===== src/rtl/cellram_access_sequencer_pkg.sv =====
// Shared types and defaults for the cellular RAM access sequencer:
// FSM state encodings, grant encodings, default 50 MHz timing and a small helper.
package cellram_access_sequencer_pkg;

   // Default geometry and timing for the 50 MHz system clock
   localparam int DEF_ADDR_W      = 23;
   localparam int DEF_DATA_W      = 16;
   localparam int DEF_ACCESS_CYC  = 4;   // 4 x 20 ns covers 70 ns tAA/tWP
   localparam int DEF_RECOVER_CYC = 1;

   // Bit positions of the two requesters in the arbiter request/grant vectors
   localparam int IDX_RD = 0;
   localparam int IDX_WR = 1;

   typedef enum logic [2:0] {
      ST_IDLE    = 3'd0,
      ST_SETUP   = 3'd1,
      ST_ACCESS  = 3'd2,
      ST_HOLD    = 3'd3,
      ST_RECOVER = 3'd4
   } state_e;

   typedef enum logic {
      GNT_RD = 1'b0,
      GNT_WR = 1'b1
   } grant_e;

   function automatic int max_int(input int a, input int b);
      return (a > b) ? a : b;
   endfunction

endpackage


===== src/rtl/cellram_access_sequencer_if.sv =====
// Requester-side bus of the cellular RAM sequencer: one write port and one read port.
// master = the audio buffers issuing requests, slave = the sequencer serving them.
interface cellram_access_sequencer_if
   import cellram_access_sequencer_pkg::*;
#(
   parameter int ADDR_W = DEF_ADDR_W,
   parameter int DATA_W = DEF_DATA_W
) ();

   logic              wr_req;
   logic [ADDR_W-1:0] wr_addr;
   logic [DATA_W-1:0] wr_data;
   logic [1:0]        wr_be;
   logic              wr_ack;
   logic              rd_req;
   logic [ADDR_W-1:0] rd_addr;
   logic [DATA_W-1:0] rd_data;
   logic              rd_valid;

   modport master (
      output wr_req, wr_addr, wr_data, wr_be, rd_req, rd_addr,
      input  wr_ack, rd_data, rd_valid
   );

   modport slave (
      input  wr_req, wr_addr, wr_data, wr_be, rd_req, rd_addr,
      output wr_ack, rd_data, rd_valid
   );

endinterface


===== src/rtl/cellram_access_sequencer_rr_arbiter.sv =====
// cellram_rr_arbiter: two-way round robin between reader (bit 0) and writer (bit 1).
// A lone requester always wins; under contention the side not granted last wins.
module cellram_rr_arbiter
   import cellram_access_sequencer_pkg::*;
(
   input  logic       clk,
   input  logic       rst_n,
   input  logic [1:0] req,
   input  logic       advance,
   output logic [1:0] gnt,
   output grant_e     last_grant
);

   grant_e last_grant_reg;

   // Combinational grant: alternate only when both sides are asking
   always_comb begin
      gnt = req;
      if (req[IDX_RD] && req[IDX_WR]) begin
         gnt = 2'b00;
         if (last_grant_reg == GNT_WR) begin
            gnt[IDX_RD] = 1'b1;
         end else begin
            gnt[IDX_WR] = 1'b1;
         end
      end
   end

   // Remember the winner each time a grant is actually taken; WRITE at reset
   // so the first contention goes to the reader
   always_ff @(posedge clk or negedge rst_n) begin
      if (!rst_n) begin
         last_grant_reg <= GNT_WR;
      end else if (advance) begin
         last_grant_reg <= gnt[IDX_WR] ? GNT_WR : GNT_RD;
      end
   end

   assign last_grant = last_grant_reg;

endmodule


===== src/rtl/cellram_access_sequencer.sv =====
// cellram_access_sequencer: asynchronous-mode access sequencer for the external 16-bit
// cellular RAM, shared between the audio record (write) and playback (read) paths.
// All memory pins are registered so strobes never glitch; async reset forces them idle.
// Optional macro CELLRAM_BYTE_LANE_EN: writes drive UB/LB from wr_be, and a write with
// no lanes enabled is acknowledged without pulsing WE.
module cellram_access_sequencer
   import cellram_access_sequencer_pkg::*;
#(
   parameter int ADDR_W      = DEF_ADDR_W,
   parameter int DATA_W      = DEF_DATA_W,
   parameter int ACCESS_CYC  = DEF_ACCESS_CYC,
   parameter int RECOVER_CYC = DEF_RECOVER_CYC
)(
   input  logic                      clk,
   input  logic                      rst_n,
   cellram_access_sequencer_if.slave bus,
   output logic                      busy,
   output logic [ADDR_W-1:0]         mem_addr,
   input  logic [DATA_W-1:0]         mem_dq_i,
   output logic [DATA_W-1:0]         mem_dq_o,
   output logic                      mem_dq_oe,
   output logic                      mem_CE,
   output logic                      mem_OE,
   output logic                      mem_WE,
   output logic                      mem_UB,
   output logic                      mem_LB,
   output logic                      mem_ADV,
   output logic                      mem_CRE
);

   localparam int CNT_W = $clog2(max_int(ACCESS_CYC, RECOVER_CYC) + 1);
   localparam logic [CNT_W-1:0] ACC_LOAD = CNT_W'(ACCESS_CYC - 1);
   localparam logic [CNT_W-1:0] REC_LOAD = CNT_W'((RECOVER_CYC > 0) ? RECOVER_CYC - 1 : 0);

   state_e           state_reg, state_next;
   logic [CNT_W-1:0] cnt_reg;
   logic [1:0]       req, gnt;
   grant_e           unused_last_grant;
   logic             grant_fire;
   logic             dir_wr_reg, dir_next;
   logic             ce_next, oe_next, we_next, ub_next, lb_next, dq_oe_next;
   logic             wr_ack_next, rd_valid_next;
   logic             wr_ack_reg, rd_valid_reg;
   logic [DATA_W-1:0] rd_data_reg;
   logic             we_allowed;
`ifdef CELLRAM_BYTE_LANE_EN
   logic [1:0]       be_reg, be_next;
`else
   logic             unused_be;
   assign unused_be = ^bus.wr_be;
`endif

   assign req[IDX_RD] = bus.rd_req;
   assign req[IDX_WR] = bus.wr_req;
   assign grant_fire  = (state_reg == ST_IDLE) && (|req);

   cellram_rr_arbiter u_arb (
      .clk        (clk),
      .rst_n      (rst_n),
      .req        (req),
      .advance    (grant_fire),
      .gnt        (gnt),
      .last_grant (unused_last_grant)
   );

   // Direction (and lanes) of the access being started or in flight
   assign dir_next = grant_fire ? gnt[IDX_WR] : dir_wr_reg;
`ifdef CELLRAM_BYTE_LANE_EN
   assign be_next    = (grant_fire && gnt[IDX_WR]) ? bus.wr_be : be_reg;
   assign we_allowed = |be_next;
`else
   assign we_allowed = 1'b1;
`endif

   // State register
   always_ff @(posedge clk or negedge rst_n) begin
      if (!rst_n) state_reg <= ST_IDLE;
      else        state_reg <= state_next;
   end

   // Next-state logic: SETUP and HOLD are single cycles, ACCESS/RECOVER run on the counter
   always_comb begin
      state_next = state_reg;
      case (state_reg)
         ST_IDLE:    if (|req) state_next = ST_SETUP;
         ST_SETUP:   state_next = ST_ACCESS;
         ST_ACCESS:  if (cnt_reg == '0) state_next = ST_HOLD;
         ST_HOLD:    state_next = (RECOVER_CYC == 0) ? ST_IDLE : ST_RECOVER;
         ST_RECOVER: if (cnt_reg == '0) state_next = ST_IDLE;
         default:    state_next = ST_IDLE;
      endcase
   end

   // Cycle counter: reloads on every state entry, then counts down to zero
   always_ff @(posedge clk or negedge rst_n) begin
      if (!rst_n) begin
         cnt_reg <= '0;
      end else if (state_next != state_reg) begin
         case (state_next)
            ST_ACCESS:  cnt_reg <= ACC_LOAD;
            ST_RECOVER: cnt_reg <= REC_LOAD;
            default:    cnt_reg <= '0;
         endcase
      end else if (cnt_reg != '0) begin
         cnt_reg <= cnt_reg - 1'b1;
      end
   end

   // Output decode of the upcoming state; results are registered onto the pins below
   always_comb begin
      ce_next       = 1'b1;
      oe_next       = 1'b1;
      we_next       = 1'b1;
      ub_next       = 1'b1;
      lb_next       = 1'b1;
      dq_oe_next    = 1'b0;
      wr_ack_next   = 1'b0;
      rd_valid_next = 1'b0;
      case (state_next)
         ST_SETUP, ST_ACCESS, ST_HOLD: begin
            ce_next    = 1'b0;
            ub_next    = 1'b0;
            lb_next    = 1'b0;
`ifdef CELLRAM_BYTE_LANE_EN
            if (dir_next) begin
               ub_next = ~be_next[1];
               lb_next = ~be_next[0];
            end
`endif
            dq_oe_next = dir_next;
            if (state_next == ST_ACCESS) begin
               if (dir_next) we_next = ~we_allowed;
               else          oe_next = 1'b0;
            end
            if (state_next == ST_HOLD) begin
               wr_ack_next   = dir_next;
               rd_valid_next = ~dir_next;
            end
         end
         default: ;
      endcase
   end

   // Pin and handshake registers; reset parks every strobe high and releases DQ
   always_ff @(posedge clk or negedge rst_n) begin
      if (!rst_n) begin
         mem_CE       <= 1'b1;
         mem_OE       <= 1'b1;
         mem_WE       <= 1'b1;
         mem_UB       <= 1'b1;
         mem_LB       <= 1'b1;
         mem_dq_oe    <= 1'b0;
         wr_ack_reg   <= 1'b0;
         rd_valid_reg <= 1'b0;
         busy         <= 1'b0;
      end else begin
         mem_CE       <= ce_next;
         mem_OE       <= oe_next;
         mem_WE       <= we_next;
         mem_UB       <= ub_next;
         mem_LB       <= lb_next;
         mem_dq_oe    <= dq_oe_next;
         wr_ack_reg   <= wr_ack_next;
         rd_valid_reg <= rd_valid_next;
         busy         <= (state_next != ST_IDLE);
      end
   end

   // Capture the granted request at the IDLE edge and read data at the end of ACCESS
   always_ff @(posedge clk or negedge rst_n) begin
      if (!rst_n) begin
         mem_addr    <= '0;
         mem_dq_o    <= '0;
         dir_wr_reg  <= 1'b0;
         rd_data_reg <= '0;
`ifdef CELLRAM_BYTE_LANE_EN
         be_reg      <= 2'b00;
`endif
      end else begin
         if (grant_fire) begin
            dir_wr_reg <= gnt[IDX_WR];
            if (gnt[IDX_WR]) begin
               mem_addr <= bus.wr_addr;
               mem_dq_o <= bus.wr_data;
            end else begin
               mem_addr <= bus.rd_addr;
            end
         end
`ifdef CELLRAM_BYTE_LANE_EN
         be_reg <= be_next;
`endif
         if (state_reg == ST_ACCESS && cnt_reg == '0 && !dir_wr_reg) begin
            rd_data_reg <= mem_dq_i;
         end
      end
   end

   assign bus.wr_ack   = wr_ack_reg;
   assign bus.rd_valid = rd_valid_reg;
   assign bus.rd_data  = rd_data_reg;
   assign mem_ADV      = 1'b0;
   assign mem_CRE      = 1'b0;

endmodule

===== src/flat_wrapper.sv =====
// flat-port wrapper written by rule: the top's interface ports become plain ports
module cellram_access_sequencer_flat import cellram_access_sequencer_pkg::*;
#(
   parameter int ADDR_W      = DEF_ADDR_W,
   parameter int DATA_W      = DEF_DATA_W,
   parameter int ACCESS_CYC  = DEF_ACCESS_CYC,
   parameter int RECOVER_CYC = DEF_RECOVER_CYC
)
  (clk, rst_n, busy, mem_addr, mem_dq_i, mem_dq_o, mem_dq_oe, mem_CE, mem_OE, mem_WE, mem_UB, mem_LB, mem_ADV, mem_CRE, bus_wr_req, bus_wr_addr, bus_wr_data, bus_wr_be, bus_rd_req, bus_rd_addr, bus_wr_ack, bus_rd_data, bus_rd_valid);
  cellram_access_sequencer_if #(.ADDR_W(ADDR_W), .DATA_W(DATA_W)) bus_i ();
  input  logic clk;
  input  logic rst_n;
  output logic busy;
  output logic [ADDR_W-1:0] mem_addr;
  input  logic [DATA_W-1:0] mem_dq_i;
  output logic [DATA_W-1:0] mem_dq_o;
  output logic mem_dq_oe;
  output logic mem_CE;
  output logic mem_OE;
  output logic mem_WE;
  output logic mem_UB;
  output logic mem_LB;
  output logic mem_ADV;
  output logic mem_CRE;
  input wire logic [$bits(bus_i.wr_req)-1:0] bus_wr_req;
  input wire logic [$bits(bus_i.wr_addr)-1:0] bus_wr_addr;
  input wire logic [$bits(bus_i.wr_data)-1:0] bus_wr_data;
  input wire logic [$bits(bus_i.wr_be)-1:0] bus_wr_be;
  input wire logic [$bits(bus_i.rd_req)-1:0] bus_rd_req;
  input wire logic [$bits(bus_i.rd_addr)-1:0] bus_rd_addr;
  output wire logic [$bits(bus_i.wr_ack)-1:0] bus_wr_ack;
  output wire logic [$bits(bus_i.rd_data)-1:0] bus_rd_data;
  output wire logic [$bits(bus_i.rd_valid)-1:0] bus_rd_valid;
  assign bus_i.wr_req = bus_wr_req;
  assign bus_i.wr_addr = bus_wr_addr;
  assign bus_i.wr_data = bus_wr_data;
  assign bus_i.wr_be = bus_wr_be;
  assign bus_i.rd_req = bus_rd_req;
  assign bus_i.rd_addr = bus_rd_addr;
  assign bus_wr_ack = bus_i.wr_ack;
  assign bus_rd_data = bus_i.rd_data;
  assign bus_rd_valid = bus_i.rd_valid;
  cellram_access_sequencer #(.ADDR_W(ADDR_W), .DATA_W(DATA_W), .ACCESS_CYC(ACCESS_CYC), .RECOVER_CYC(RECOVER_CYC)) u_core (.clk(clk), .rst_n(rst_n), .bus(bus_i), .busy(busy), .mem_addr(mem_addr), .mem_dq_i(mem_dq_i), .mem_dq_o(mem_dq_o), .mem_dq_oe(mem_dq_oe), .mem_CE(mem_CE), .mem_OE(mem_OE), .mem_WE(mem_WE), .mem_UB(mem_UB), .mem_LB(mem_LB), .mem_ADV(mem_ADV), .mem_CRE(mem_CRE));
endmodule

===== config.mk =====
export PLATFORM = sky130hd
export DESIGN_NAME = cellram_access_sequencer_flat
export DESIGN_NICKNAME = d
export VERILOG_FILES = /design/src/rtl/cellram_access_sequencer_pkg.sv /design/src/rtl/cellram_access_sequencer_if.sv /design/src/rtl/cellram_access_sequencer_rr_arbiter.sv /design/src/rtl/cellram_access_sequencer.sv /design/src/flat_wrapper.sv
export SDC_FILE = /design/constraint.sdc
export NUM_CORES = 1
export LEC_CHECK = 0
export ABC_AREA = 1
export CAP_MARGIN = 20
export CORE_MARGIN = 2
export CORE_UTILIZATION = 25
export DETAILED_ROUTE_END_ITERATION = 12
export SETUP_SLACK_MARGIN = 0.02
export SYNTH_ARGS = -nofsm -noshare
export SYNTH_HDL_FRONTEND = slang
export SYNTH_SLANG_ARGS = --single-unit

===== constraint.sdc =====
create_clock -name clk -period 1.8 [get_ports clk]
set_input_delay 0.36 -clock clk [delete_from_list [all_inputs] [get_ports clk]]
set_output_delay 0.36 -clock clk [all_outputs]
set_load 0.05 [all_outputs]

# After elaboration in Yosys (flattened, before gate mapping)
# Cells that the tools add are included.
classes:
  addsub: 1
  eq_ne: 8
  n_mux: 25
  n_bitwise: 1
  n_reduce_logical: 13
op_table:
  columns: ["operator", "n"]
  rows:
  - ["$mux W23", 1]
  - ["$mux W1", 16]
  - ["$mux W3", 5]
  - ["$pmux W3 S5", 1]
  - ["$eq A3 B2 Y1 const B", 4]
  - ["$eq A3 B1 Y1 const B", 2]
  - ["$logic_not A3 Y1", 2]
  - ["$reduce_bool A3 Y1", 2]
  - ["$logic_and A1 B1 Y1", 4]
  - ["$mux W2", 2]
  - ["$eq A3 B3 Y1 const B", 1]
  - ["$ne A3 B3 Y1", 1]
  - ["$reduce_or A3 Y1", 1]
  - ["$sub A3 B1 Y3 const B", 1]
  - ["$reduce_and A2 Y1", 1]
  - ["$reduce_bool A2 Y1", 1]
  - ["$reduce_or A2 Y1", 1]
  - ["$logic_not A1 Y1", 1]
  - ["$not A1 Y1", 1]
totals:
  reg_bits: 70
  in_bits: 84
  out_inout_bits: 66
  word_cells: 62

# Depth between registers and ports, before layout
logic_depth:
  ltp_word: 6
  depth_mapped: 9
  mapped_depth_nobuf: 8

# By module
# A second synthesis with hierarchy kept.
hier_totals:
  cells_unflattened: 371
  hier_area_um2: 3145.5
modules_own_cells:
  columns: ["mod", "instances", "cells_per_inst", "area_each_um2", "seq_area_each_um2"]
  rows:
  - ["cellram_access_sequencer", 1, 362, 3081.7, 1730.4]
  - ["cellram_rr_arbiter", 1, 9, 63.8, 26.3]

# Worst setup path before layout
# OpenSTA, ideal clock, no wires.
synth_timing:
  kind: "reg-to-reg"
  from: "register u_core.cnt_reg[0]"
  to: "register u_core.rd_data_reg[10] (netlist: u_core.bus.rd_data[10])"
  setup_ps: 118
  arrival_time_ps: 1296
  required_time_ps: 1682
  path_slack_ps: 386
  stages_incl_launch_ff: 9
  n_path_buf: 1
  synth_period_minus_slack_ps: 1414
  path_cell_list: "dfrtp_1 inv_1 ha_1 inv_1 nor2_2 nand4_2 buf_2 nand2_1 nand2_1"
synth_via:
  elab_chain_len: 3
synth_rtl:
  columns: ["item", "line_no", "rtl"]
  rows:
  - ["start, declared", "cellram_access_sequencer.sv:36", "logic [CNT_W-1:0] cnt_reg;"]
  - ["start signal, assigned", "cellram_access_sequencer.sv:105", "cnt_reg <= cnt_reg - 1'b1;"]
  - ["$logic_not A3 Y1", "cellram_access_sequencer.sv:192", "if (state_reg == ST_ACCESS && cnt_reg == '0 && !dir_wr_reg) begin"]
  - ["$logic_and A1 B1 Y1 (2 in a row)", "cellram_access_sequencer.sv:192", null]
  - ["end signal, assigned", "cellram_access_sequencer.sv:193", "rd_data_reg <= mem_dq_i;"]
  - ["end, declared", "cellram_access_sequencer.sv:44", "logic [DATA_W-1:0] rd_data_reg;"]
# Every way passes these cells.
# A chain may end at the register's enable or synchronous reset.

# Final worst setup path
layout_timing:
  from: "register u_core.cnt_reg[0]"
  to: "register u_core.rd_data_reg[14] (netlist: u_core.bus.rd_data[14])"
# The elaborated chain is that of the path after synthesis.

==> impl_metrics.ini <==
[sta]
final-hold-violation-count = 1
hold_ws_ns = -0.00169
report.final.slew_viol_count = 0
fmax_mhz = 641
relSlewSlack_pct = 65.8
skew_ns = 0.00958
period_needed_ns = 1.56
setup-violations-final = 0
finalSetupTns_ns = 0
rsz0062_at_grt = false
tightest_slew_ns = 0.513
min_period_over_period_pct = 86.7

[floorplanning]
rows = 40
io_pins = 150
coreArea_um2 = 12100
initial_utilization_pct = 25.9
die_width_um = 116
dieArea_um2 = 13500
fp.dieH_um = 116

[placement]
numPortBuffers = 145
gp_congestion = 0.719
dpl.hpwl_mm = 6.25

[power_and_ir_drop]
total_leakage_power_uw = 0.00258
vdd_drop_max_mv = 0.660
comb_power_share_pct = 56.3
power_frac_seq_pct = 27.1
swShare_pct = 49.2
power.switching_uw = 5080
cellInternalPower_uw = 5240
powerDensity_nw_per_um2 = 2080
p_clk_share_pct = 16.6

[worst_setup_path]
reg2reg_slack_ns = 0.24
critPathMaxStageDelay_ns = 0.38
endpoint_kind = flop
path_cells = inv_1 -> ha_1 -> inv_1 -> nor2_2 -> nand4_2 -> buf_4 -> nand2_1 -> nand2_1
startpoint_type = flop
path_class = reg2reg
cp.required_ns = 2.02
ff2ff_path_depth = 8
critPathSlowestCell = dfrtp_1
worst-path-max-fanout = 13
critPathTopFamily = buffers and inverters
crit_buf_inv = 3
rr_startpoint = u_core.cnt_reg[0]
r2r-end = u_core.bus.rd_data[14]
crit_arrival_ns = 1.78

[synth]
synth_area_per_cell_um2 = 8.48
synth.ff_latch_count = 70
yosysTopAreaCellShare_pct = 52.6
synthTopCellsByArea = dfrtp_1, nand2_1, o211ai_1
synth.distinct_cells = 26
synth-async-reset-ratio_pct = 100
synth_area_um2 = 3140
synth_warnings = 0
ys.flop_type = dfrtp_1
synth_edf_count = 0
netlist_instances = 370
synth_top_area_cell = dfrtp_1
ys_seq_area_share_pct = 56.0

[run_status]
violations = hold timing
outcome = finished, violations left

[global_routing]
antenna_found_initial = 0
grt_pass1_vias = 2927
grt_overflow = 0
grt_max_degree = 47
grt_usage_pct = 12.8
grt_pass1_wl_mm = 13.7

[final_layout]
final_core_util_pct = 40.9
drive_gt1_share_pct = 19.7
fill_cells = 1245
diodes = 0
nNetsFinal = 604
largest_reg_flops = 23
syn2layout_area_growth_pct = 57.9

[cts]
post_cts_buffers = 0
clkLatencyLatePin_ns = 0.33
htreeDepth = 3
root_buffer = clkbuf_16
cts_tree = built
cts_buffer_depth = 2
clk_pin_slew_worst_paths_ns = 0.06
cts.sinks = 70
numCtsBuffers = 9

[run]
maxCapViolCount = 0

[routing]
drt_iter0_drc = 124
drt_pre_antenna_iters = 4
ant_nets = 0
vias = 2827
drc = 0
routed_via_density = 4.09
wl_per_cell_um = 11.9
totalWireLength_mm = 8.21

[worst_hold_path]
hp-class = in2async
-- cells in the mapped netlist, types with 2 or more instances --
cell	instances
nand4_1	2
dfstp_2	4
nor2_1	6
dfrtp_1	66
buf_2	10
nand2_1	170
inv_1	39
buf_6	3
o211ai_1	23
nor2_2	2
nand2_4	2
a21oi_1	3
buf_4	5
clkbuf_1	2
ha_1	2
nand3_1	21
-- power groups by stage --
stage          sequential [uW]  clock (uW)  combinational, uW
3_3_place_gp              2790           0               5830
6_report                  2800        1710               5810
5_1_grt                   2890        1850               6270
3_5_place_dp              2800           0               5900
4_1_cts                   2800        1770               5900
2_1_floorplan             5060           0               1730
-- cell type report --
type	instances	area (um2)	share of cell area (%)
clock buffer	11	233	4.69
clock inverter	5	52.6	1.06
inverter	41	155	3.13
multi-input combinational	240	1100	22.3
sequential	70	1760	35.4
tap	168	210	4.24
timing repair buffer	156	1450	29.2
-- cell usage in the layout, fill, tap and decap left out --
cell	n
nand2_1	170
clkdlybuf4s50_1	80
buf_4	70
dfrtp_1	66
inv_1	39
o211ai_1	23
nand3_1	21
clkbuf_16	9
nor2_1	6
buf_12	6
clkinv_2	4
dfstp_2	4
a21oi_1	3
nor2_2	2
nand2_4	2
nand4_1	2
ha_1	2
conb_1	2
clkbuf_1	2
nor2_4	1
nor2_8	1
clkinv_1	1
nand2_2	1
nand3b_1	1
o21ai_0	1
nand4_2	1
nor3b_1	1
bufinv_16	1
clkinvlp_4	1
-- timing repair --
item | CTS | global route
setup endpoints to repair | 0 | 8
resized for setup | 0 | 1
hold buffers | 0 | 0
-- through the flow --
step                cell area, um2  instances  hold slack [ns]  setup WS, ns  power [uW]
floorplan                     3140        371           0.0644         0.386        6790
global placement              4670        675            0.363        0.0764        8620
detailed placement            4670        675            0.369        0.0622        8710
CTS                           4960        691           0.0138         0.180       10500
global route                  4960        691           0.0294        0.0339       11000
finish                        4960        691         -0.00169         0.240       10300
-- layer usage --
metal	wire (um)	vias up	GRT usage, %
li1	-	1431	-
met1	3290	1295	14.2
met2	4210	93	23.0
met3	625	8	4.76
met4	93	0	4.05
met5	0	-	0
-- kinds of logic after synthesis --
family,share of synthesized area [%]
adder cells (fa/ha/maj),0.797
buffers and inverters,9.01
other,0.119
AND/OR/NAND/NOR,28.0
flip-flops,56.0
AO/OA/AOI/OAI,6.14
-- worst max-delay path by stage --
stage	start	endpoint	slack [ns]	cells after the start
2_1_floorplan	u_core.cnt_reg[0]	u_core.bus.rd_data[10]	0.39	8
3_3_place_gp	bus_wr_req	u_core.mem_dq_o[15]	0.08	8
3_5_place_dp	bus_wr_req	u_core.mem_dq_o[7]	0.06	7
4_1_cts	u_core.cnt_reg[0]	u_core.bus.rd_data[11]	0.18	8
5_1_grt	u_core.cnt_reg[0]	u_core.bus.rd_data[3]	0.03	8
6_report	u_core.cnt_reg[0]	u_core.bus.rd_data[14]	0.24	8
(Power assumes the default switching activity.)
